`src/rtl/demux_pkg.sv`:
```
// demux_pkg: shared channel count, select width and default widths for the registered demultiplexer
package demux_pkg;
  localparam int NUM_CH = 4;
  localparam int SEL_W = 2;
  localparam int DEF_WIDTH = 4;
  localparam int DEF_CNT_W = 8;
endpackage

```
`src/rtl/demux_slot.sv`:
```
// demux_slot: one output channel holding slot with valid flag and wrapping delivery counter
module demux_slot #(
  parameter int WIDTH = 4,
  parameter int CNT_W = 8
) (
  input  logic             clk,
  input  logic             rst,
  input  logic             load,
  input  logic [WIDTH-1:0] load_data,
  input  logic             take,
  output logic [WIDTH-1:0] data,
  output logic             valid,
  output logic [CNT_W-1:0] count
);
  always_ff @(posedge clk) begin
    if (rst) begin
      data  <= '0;
      valid <= 1'b0;
      count <= '0;
    end else begin
      if (load) data <= load_data;
      valid <= load || (valid && !take);
      if (valid && take) count <= count + CNT_W'(1);
    end
  end
endmodule

```
`src/rtl/demux_1to4_reg.sv`:
```
// demux_1to4_reg: registered 1-to-4 demultiplexer with per-channel valid/ready slots and delivery counters
module demux_1to4_reg
  import demux_pkg::*;
#(
  parameter int WIDTH = DEF_WIDTH,
  parameter int CNT_W = DEF_CNT_W
) (
  input  logic                    clk,
  input  logic                    rst,
  input  logic [WIDTH-1:0]        in_data,
  input  logic [SEL_W-1:0]        in_sel,
  input  logic                    in_valid,
  output logic                    in_ready,
  output logic [NUM_CH*WIDTH-1:0] out_data,
  output logic [NUM_CH-1:0]       out_valid,
  input  logic [NUM_CH-1:0]       out_ready,
  output logic [NUM_CH*CNT_W-1:0] out_count
);
  logic [NUM_CH-1:0] load;
  assign in_ready = !rst && (!out_valid[in_sel] || out_ready[in_sel]);
  for (genvar i = 0; i < NUM_CH; i++) begin : g_ch
    assign load[i] = in_valid && in_ready && in_sel == SEL_W'(i);
    demux_slot #(.WIDTH(WIDTH), .CNT_W(CNT_W)) u_slot (
      .clk       (clk),
      .rst       (rst),
      .load      (load[i]),
      .load_data (in_data),
      .take      (out_ready[i]),
      .data      (out_data[i*WIDTH +: WIDTH]),
      .valid     (out_valid[i]),
      .count     (out_count[i*CNT_W +: CNT_W])
    );
  end
endmodule

```
`config.mk`:
```
export PLATFORM = sky130hd
export DESIGN_NAME = demux_1to4_reg
export DESIGN_NICKNAME = d
export VERILOG_FILES = /design/src/rtl/demux_pkg.sv /design/src/rtl/demux_slot.sv /design/src/rtl/demux_1to4_reg.sv
export SDC_FILE = /design/constraint.sdc
export NUM_CORES = 1
export LEC_CHECK = 0
export CORE_ASPECT_RATIO = 0.5
export CORE_MARGIN = 2
export CORE_UTILIZATION = 45
export DETAILED_ROUTE_END_ITERATION = 8
export HOLD_SLACK_MARGIN = 0.05
export PLACE_DENSITY = 0.76
export SYNTH_ARGS = -nofsm -noshare
export SYNTH_HDL_FRONTEND = slang
export SYNTH_SLANG_ARGS = --single-unit
```
`constraint.sdc`:
```
create_clock -name clk -period 1.7 [get_ports clk]
set_input_delay 0.34 -clock clk [delete_from_list [all_inputs] [get_ports clk]]
set_output_delay 0.34 -clock clk [all_outputs]
set_load 0.01 [all_outputs]
```
Word level (Yosys, flattened, before mapping)
Cells that the tools add are included.
{"block": "totals", "wordCells": 50, "register_bits": 52, "out_inout_bits": 53}
{"block": "classes", "n_addsub": 4, "n_reduce_logical": 26, "mux": 4, "eq_ne": 3, "order_cmp": 1}
{"op": "$add 8x1->8 const B", "n": 4}
{"op": "$logic_and 1x1->1", "n": 14}
{"op": "$logic_not 1->1", "n": 6}
{"op": "$logic_or 1x1->1", "n": 5}
{"op": "$bmux 1 s2", "n": 2}
{"op": "$eq 2x2->1 const B", "n": 2}
{"op": "$lt 2x3->1 const B", "n": 1}
{"op": "$eq 2x1->1 const B", "n": 1}
{"op": "$logic_not 2->1", "n": 1}
{"op": "$mux 1", "n": 2}

Longest topological paths before layout
{"block": "depth", "ltp_word": 8, "mapped_depth": 5, "depth_no_buf": 4}

Cells and area by module
From an unflattened synthesis, not the netlist that was laid out.
{"block": "hier_totals", "cells_unflattened": 246, "hier_area_um2": 2179.6}
{"mod": "demux_slot", "cells_per_inst": 57, "n_inst": 4, "seq_area_each_um2": 260.2, "area_each_um2": 516.7}
{"mod": "demux_1to4_reg", "cells_per_inst": 18, "n_inst": 1, "seq_area_each_um2": 0.0, "area_each_um2": 112.6}

Worst setup path before layout
No wires, ideal clock.
{"block": "synth_path", "path_kind": "input -> output", "start": "input port in_sel[1]", "end": "output port in_ready", "cell_stages": 4, "t_arrival_ps": 1237, "path_slack_ps": 123, "path_cell_list": "buf_2 inv_1 mux4_2 nor2_1"}
{"block": "synth_between", "elab_chain_len": 5}
{"element": "start, declared", "line": "demux_1to4_reg.sv:11", "source": "input logic [SEL_W-1:0] in_sel,"}
{"element": "$bmux 1 s2", "line": "demux_1to4_reg.sv:20", "source": "assign in_ready = !rst && (!out_valid[in_sel] || out_ready[in_sel]);"}
{"element": "$mux 1 (not written as such)", "line": "demux_1to4_reg.sv:20"}
{"element": "$logic_not 1->1", "line": "demux_1to4_reg.sv:20"}
{"element": "$logic_or 1x1->1 (*)", "line": "demux_1to4_reg.sv:20"}
{"element": "$logic_and 1x1->1 (*)", "line": "demux_1to4_reg.sv:20"}
{"element": "end, declared", "line": "demux_1to4_reg.sv:13", "source": "output logic in_ready,"}
Every way passes the cells marked *; elsewhere a longest branch is shown, timed or not. The select of a mux whose other input is x is not followed.

Worst setup path in the final report
{"block": "layout_path", "start": "register g_ch[2].u_slot.valid", "end": "output port in_ready"}
{"block": "layout_between", "elab_chain_len": 5}
{"element": "start, declared", "line": "demux_slot.sv:12", "source": "output logic valid,"}
{"element": "start signal, assigned", "line": "demux_slot.sv:22", "source": "valid <= load || (valid && !take);"}
{"element": "$bmux 1 s2", "line": "demux_1to4_reg.sv:20"}
{"element": "$mux 1 (not written as such)", "line": "demux_1to4_reg.sv:20"}
{"element": "$logic_not 1->1", "line": "demux_1to4_reg.sv:20"}
{"element": "$logic_or 1x1->1", "line": "demux_1to4_reg.sv:20"}
{"element": "$logic_and 1x1->1", "line": "demux_1to4_reg.sv:20"}
No other way between the ends. The select of a mux whose other input is x is not followed.

==> results.json <==
{
  "status": "complete, but fails checks",
  "violations": "setup timing",
  "worst_slew_pin_slew_ns": 0.3471,
  "finalCritPeriodShare": 1.098,
  "crit_path_end_kind": "output port",
  "yosysSeqAreaShare": 0.4433,
  "placed_cell_area_um2": 3192,
  "hold_depth": 3,
  "fp.dieArea_um2": 5848,
  "n_antenna_cell": 0,
  "crit_chain": "and2b_1, mux4_2, nor2_1, buf_2",
  "rsz0062_at_grt": "yes",
  "drv_cap": 0,
  "place.detailed.hpwl_um": 4291,
  "clockBufferDepth": 2,
  "synthAdderAreaFrac": 0.02131,
  "synth_top_area_cell": "dfxtp_1",
  "post-route-drc-count": 0,
  "portBuffers": 65,
  "dpl.cell_count": 412,
  "rows": 18,
  "stdcell_area_um2": 3277,
  "synth_edf_count": 0,
  "syn_avg_cell_area_um2": 8.763,
  "use_met1": 0.2488,
  "synth_top_family_by_area": "simple AND/OR/NAND/NOR gates",
  "syn-cell-area_um2": 2349,
  "overflow": 0,
  "wire_per_inst_um": 13.70,
  "final_cells": 419,
  "grt_pass1_wl_um": 9418,
  "hold_viol_final": 0,
  "async_reset_ff_frac": 0,
  "rr_startpoint": "g_ch[0].u_slot.valid",
  "setup_viol": 1,
  "initial_core_util": 0.4718,
  "path_clk_slew_ns": 0.10,
  "antenna_found_initial": 0,
  "htreeDepth": 2,
  "globalRouteMet2Util": 0.3654,
  "grt_max_degree": 35,
  "vias": 2330,
  "ys_dominant_reg_cell": "dfxtp_1",
  "cp.arrival_ns": 1.53,
  "pre_cts_slack_ns": -0.8000,
  "yosys-top-cells-area": "dfxtp_1 44%, a21oi_1 9.2%, o31ai_1 7.7%",
  "yosysMostFrequentCell": "dfxtp_1",
  "ys_types": 32,
  "r2r-end": "g_ch[0].u_slot.count[5]",
  "cp-start-kind": "flop",
  "p_leak_nw": 1.130,
  "synth-simple-area-share": 0.2488,
  "drt_wl_total_um": 5739,
  "skew_ns": 0.008099,
  "worst-path-max-fanout": 2,
  "grtUsageMet3": 0.05738,
  "worstHoldPathType": "input pin to flop",
  "syn_inst": 268,
  "drv_slew": 0,
  "grt_pass1_vias": 2104,
  "ir_worst_vdd_mv": 0.3122,
  "fin_tns_setup_ns": -0.1664,
  "cts_hold_buf": 0,
  "cts_tree": "built",
  "crit_required_ns": 1.36,
  "ioPinCount": 66,
  "min_delay_worst_endpoint": "g_ch[2].u_slot.count[1]",
  "clock-root-buffer": "clkbuf_8",
  "synthTopCellsByCount": "52 x dfxtp_1, 43 x a21oi_1, 24 x nand4_1, 24 x o31ai_1, 16 x nand3_1",
  "yosys_warnings": 0,
  "finalNetCount": 366,
  "fp.dieW_um": 106.2,
  "drtPass1Iterations": 4,
  "synth_top_area_frac": 0.4433,
  "syn_nets": 285,
  "max_freq_mhz": 535.8,
  "drt-initial-drc-count": 112,
  "ys_ff_latch": 52,
  "fp.dieH_um": 55.09,
  "slew-limit-headroom": 0.7686,
  "track_usage": 0.2021,
  "drive_gt1_frac": 0.1461,
  "core_um2": 4977,
  "fin_ws_ns": -0.1664,
  "power-per-cell-area_nw_per_um2": 647.7,
  "fin_hold_ws_ns": 0.4346,
  "cts_num_sinks": 52,
  "busiest_layer": "met2",
  "r2r_setup_slack_ns": 0.30,
  "insertion_delay_ns": 0.30,
  "postCtsSetupBuffers": 0,
  "gp_congestion": 0.8076,
  "area.growth.synth_to_final_pct": 39.53,
  "synth-compound-area-share": 0.1966,
  "ant_nets": 0,
  "synth_mux_area_frac": 0.009590,
  "max_stage_delay_ns": 0.47,
  "rr_worst_depth": 4,
  "synthXorXnorAreaFrac": 0.02983,
  "via_per_inst": 5.561,
  "hold_path.startpoint": "rst",
  "path_class": "flop to output port",
  "slowest_stage": "mux4_2",
  "fin_crit_ns": 1.866,
  "cts_made_buffers": 5
}
sequential cells by signal, indices dropped and copies added, names as in the netlist:
register	cells
g_ch.u_slot.count	32
g_ch.u_slot.data	16
g_ch.u_slot.valid	4
how the worst max path moves through the flow:
stage	startpoint	to	slack (ns)	depth (start not counted)
floorplan	in_sel[1]	in_ready	0.12	4
global placement	out_ready[3]	in_ready	-0.81	5
detailed placement	out_ready[3]	in_ready	-0.80	5
CTS	g_ch[2].u_slot.valid	in_ready	-0.18	4
global route	g_ch[2].u_slot.valid	in_ready	-0.21	4
finish	g_ch[2].u_slot.valid	in_ready	-0.17	4
final cells by class:
type | count | area [um2]
Tap cell | 70 | 87.58
Timing Repair Buffer | 91 | 834.6
Clock buffer | 5 | 68.82
Multi-Input combinational cell | 190 | 1189
Clock inverter | 2 | 12.51
Sequential cell | 52 | 1051
Fill cell | 435 | 1700
Inverter | 9 | 33.78
repair_timing:
action,in CTS,in global routing
pin swaps,1,1
setup endpoints to repair,1,11
gates resized for setup,10,10
cloned,0,0
metal layers:
layer  vias to the layer above  wire (um)
met5                         -          0
met4                         0         40
met3                         7        331
met2                        67       2744
met1                      1090       2623
li1                       1166          -
power breakdown:
group / switching, mW / internal [mW] / leakage [nW] / total, mW
Clock: 0.398 / 0.280 / 0.0400 / 0.678
Combinational: 0.108 / 0.0933 / 0.666 / 0.201
Sequential: 0.0104 / 1.23 / 0.424 / 1.24
through the flow:
| step | total power, mW | util |
|---|---|---|
| finish | 2.122 | 0.6584 |
| global placement | 1.472 | 0.6413 |
| CTS | 2.141 | 0.6554 |
| global route | 2.207 | 0.6584 |
| detailed placement | 1.476 | 0.6413 |
| floorplan | 1.363 | - |
worst max-delay path: cells and delay by family (launching register included):
kind | cells | cell delay [ns]
flops | 1 | 0.33
simple gates | 2 | 0.29
mux | 1 | 0.47
buf+inv | 1 | 0.14
kinds of logic after synthesis:
family          count (synthesis)
simple gates                   97
compound gates                 80
flops                          52
buf+inv                        26
xor+xnor                        8
fa+ha+maj                       4
mux                             1
layout by cell type, fill, tap and decap left out, drive strengths merged, types with 10 or more instances in the layout:
master,count
buf,28
clkdlybuf4s50,56
o21ai,12
or3,12
nor2,10
nand4,27
nand3,16
a21oi,43
dfxtp,52
nand2,12
o31ai,24
No activity file was read; power rests on OpenSTA's default activity.
==> patch, RTL diff (same flow settings) <==
Make the reset (`rst`) asynchronous in one clocked block.
--- a/src/rtl/demux_slot.sv
+++ b/src/rtl/demux_slot.sv
@@ -12,7 +12,7 @@
   output logic             valid,
   output logic [CNT_W-1:0] count
 );
-  always_ff @(posedge clk) begin
+  always_ff @(posedge clk or posedge rst) begin
     if (rst) begin
       data  <= '0;
       valid <= 1'b0;
Formal check against the unedited RTL: differs if rst is asserted again (counterexample within 4 cycles, from zero or initial values and one cycle with rst high); with rst held inactive, the same outputs for 10 cycles.
==> patch against the original RTL <==
- the flow still finishes with violations (negative setup slack)
- worst setup slack better by 0.12 ns
- routed wire length is 19% lower
- worst hold slack better by 0.035 ns
- first-iteration DRC count is 50% lower
- cell area shrank 2.9%
- synthesized area down 5.3%
- sequential cell count is the same
Power is not compared: it rests on default switching activity, and its combinational part moved more than twofold at a synthesized area within 25%.
==> patch: results (changes against the original RTL) <==
| Metric | Value |
|---|---|
| Outcome | `finished with violations` |
| Violated checks | `negative setup slack` |
| Clk_skew | `0.0112 ns (+0.00311 ns)` |
| Number of global-route vias before repair | `1527 (-27%)` |
| Hold path start | `g_ch[2].u_slot.count[7]$_DFFE_PP0P_` |
| CP delay by family, top | `buffers and inverters` |
| Largest cells by area after synthesis | `dfrtp_1, xnor2_1, mux2_2` |
| Post-CTS Resized | `16 (+6)` |
| Hold Crit Endpoint | `g_ch[2].u_slot.count[7]$_DFFE_PP0P_` |
| Min-Delay Path Class | `flip-flop to flip-flop` |
| Worst Path Arrival | `1.40 ns (-0.13 ns)` |
| First-pass GRT wire length | `7370 um (-22%)` |
| DP Worst Slack | `-0.695 ns (+0.105 ns)` |
| GRT Total Usage | `0.180 (-0.0225)` |
| Max incr delay on CP | `0.42 ns (-0.05 ns)` |
| Setup WS post-layout | `-0.0444 ns (+0.122 ns)` |
| RePlAce Congestion | `0.747 (-7.5%)` |
| Setup violators final | `1 (unchanged)` |
| Dpl cell area | `3050 um^2 (-4.5%)` |
| Synth unique cells | `26 (-19%)` |
| R2r setup slk | `0.37 ns (+0.07 ns)` |
| Via count | `1588 (-32%)` |
| Seq/Total Area, Yosys | `0.585 (+0.142)` |
| Worst reg2reg endpoint | `g_ch[1].u_slot.data[1]$_DFFE_PP0P_` |
| Synthesized net count | `190 (-33%)` |
| Worst r2r src | `g_ch[1].u_slot.valid$_DFF_PP0_` |
## patch: changes by cell type in the layout (fill, tap and decap cells not counted), moves of 11 or more
cell,before,now
mux2_2,0,16
dfrtp_1,0,50
xnor2_1,3,22
nand3_1,16,5
a21oi_1,43,0
o21ai_0,12,0
o31ai_1,24,0
nand4_1,24,6
dfxtp_1,44,0
or3_1,12,0
## patch: area by class of cell
type | count | area, um^2
multi-input cells | 115 | 905
clock buffers | 5 | 68.8
well taps | 70 | 87.6
inverters | 2 | 7.51
clock inverters | 2 | 12.5
fillers | 395 | 1660
repair buffers | 83 | 797
flip-flops and latches | 52 | 1300
## patch: kinds of logic after synthesis
group | synth area share
fa+ha+maj | 0.0225
simple gates | 0.153
mux | 0.101
buf+inv | 0.0169
xor+xnor | 0.110
compound gates | 0.0107
flops | 0.585
## patch: stage by stage
step	util	cells
final	0.657	329
after global routing	0.657	329
after CTS	0.649	325
after detailed placement	0.630	318
after global placement	0.630	318
after floorplan	-	173
## patch: layer usage
| layer | GRT usage | routed length [um] |
|---|---|---|
| met1 | 0.221 | 2100 |
| met2 | 0.305 | 2300 |
| met3 | 0.0468 | 150 |
| met4 | 0.0789 | 61 |
| met5 | 0 | 0 |
## patch: worst max path at each step
stage                              startpoint  slack, ns                                   to  cells past startpoint
3_3_place_gp                     out_ready[0]      -0.58                             in_ready                      5
4_1_cts        g_ch[1].u_slot.valid$_DFF_PP0_      -0.13                             in_ready                      4
2_1_floorplan                             rst       0.10  g_ch[0].u_slot.count[0]$_DFFE_PP0P_                      1
5_1_grt        g_ch[1].u_slot.valid$_DFF_PP0_      -0.09                             in_ready                      4
3_5_place_dp                        in_sel[1]      -0.69                             in_ready                      5
6_report                         out_ready[2]      -0.04                             in_ready                      5
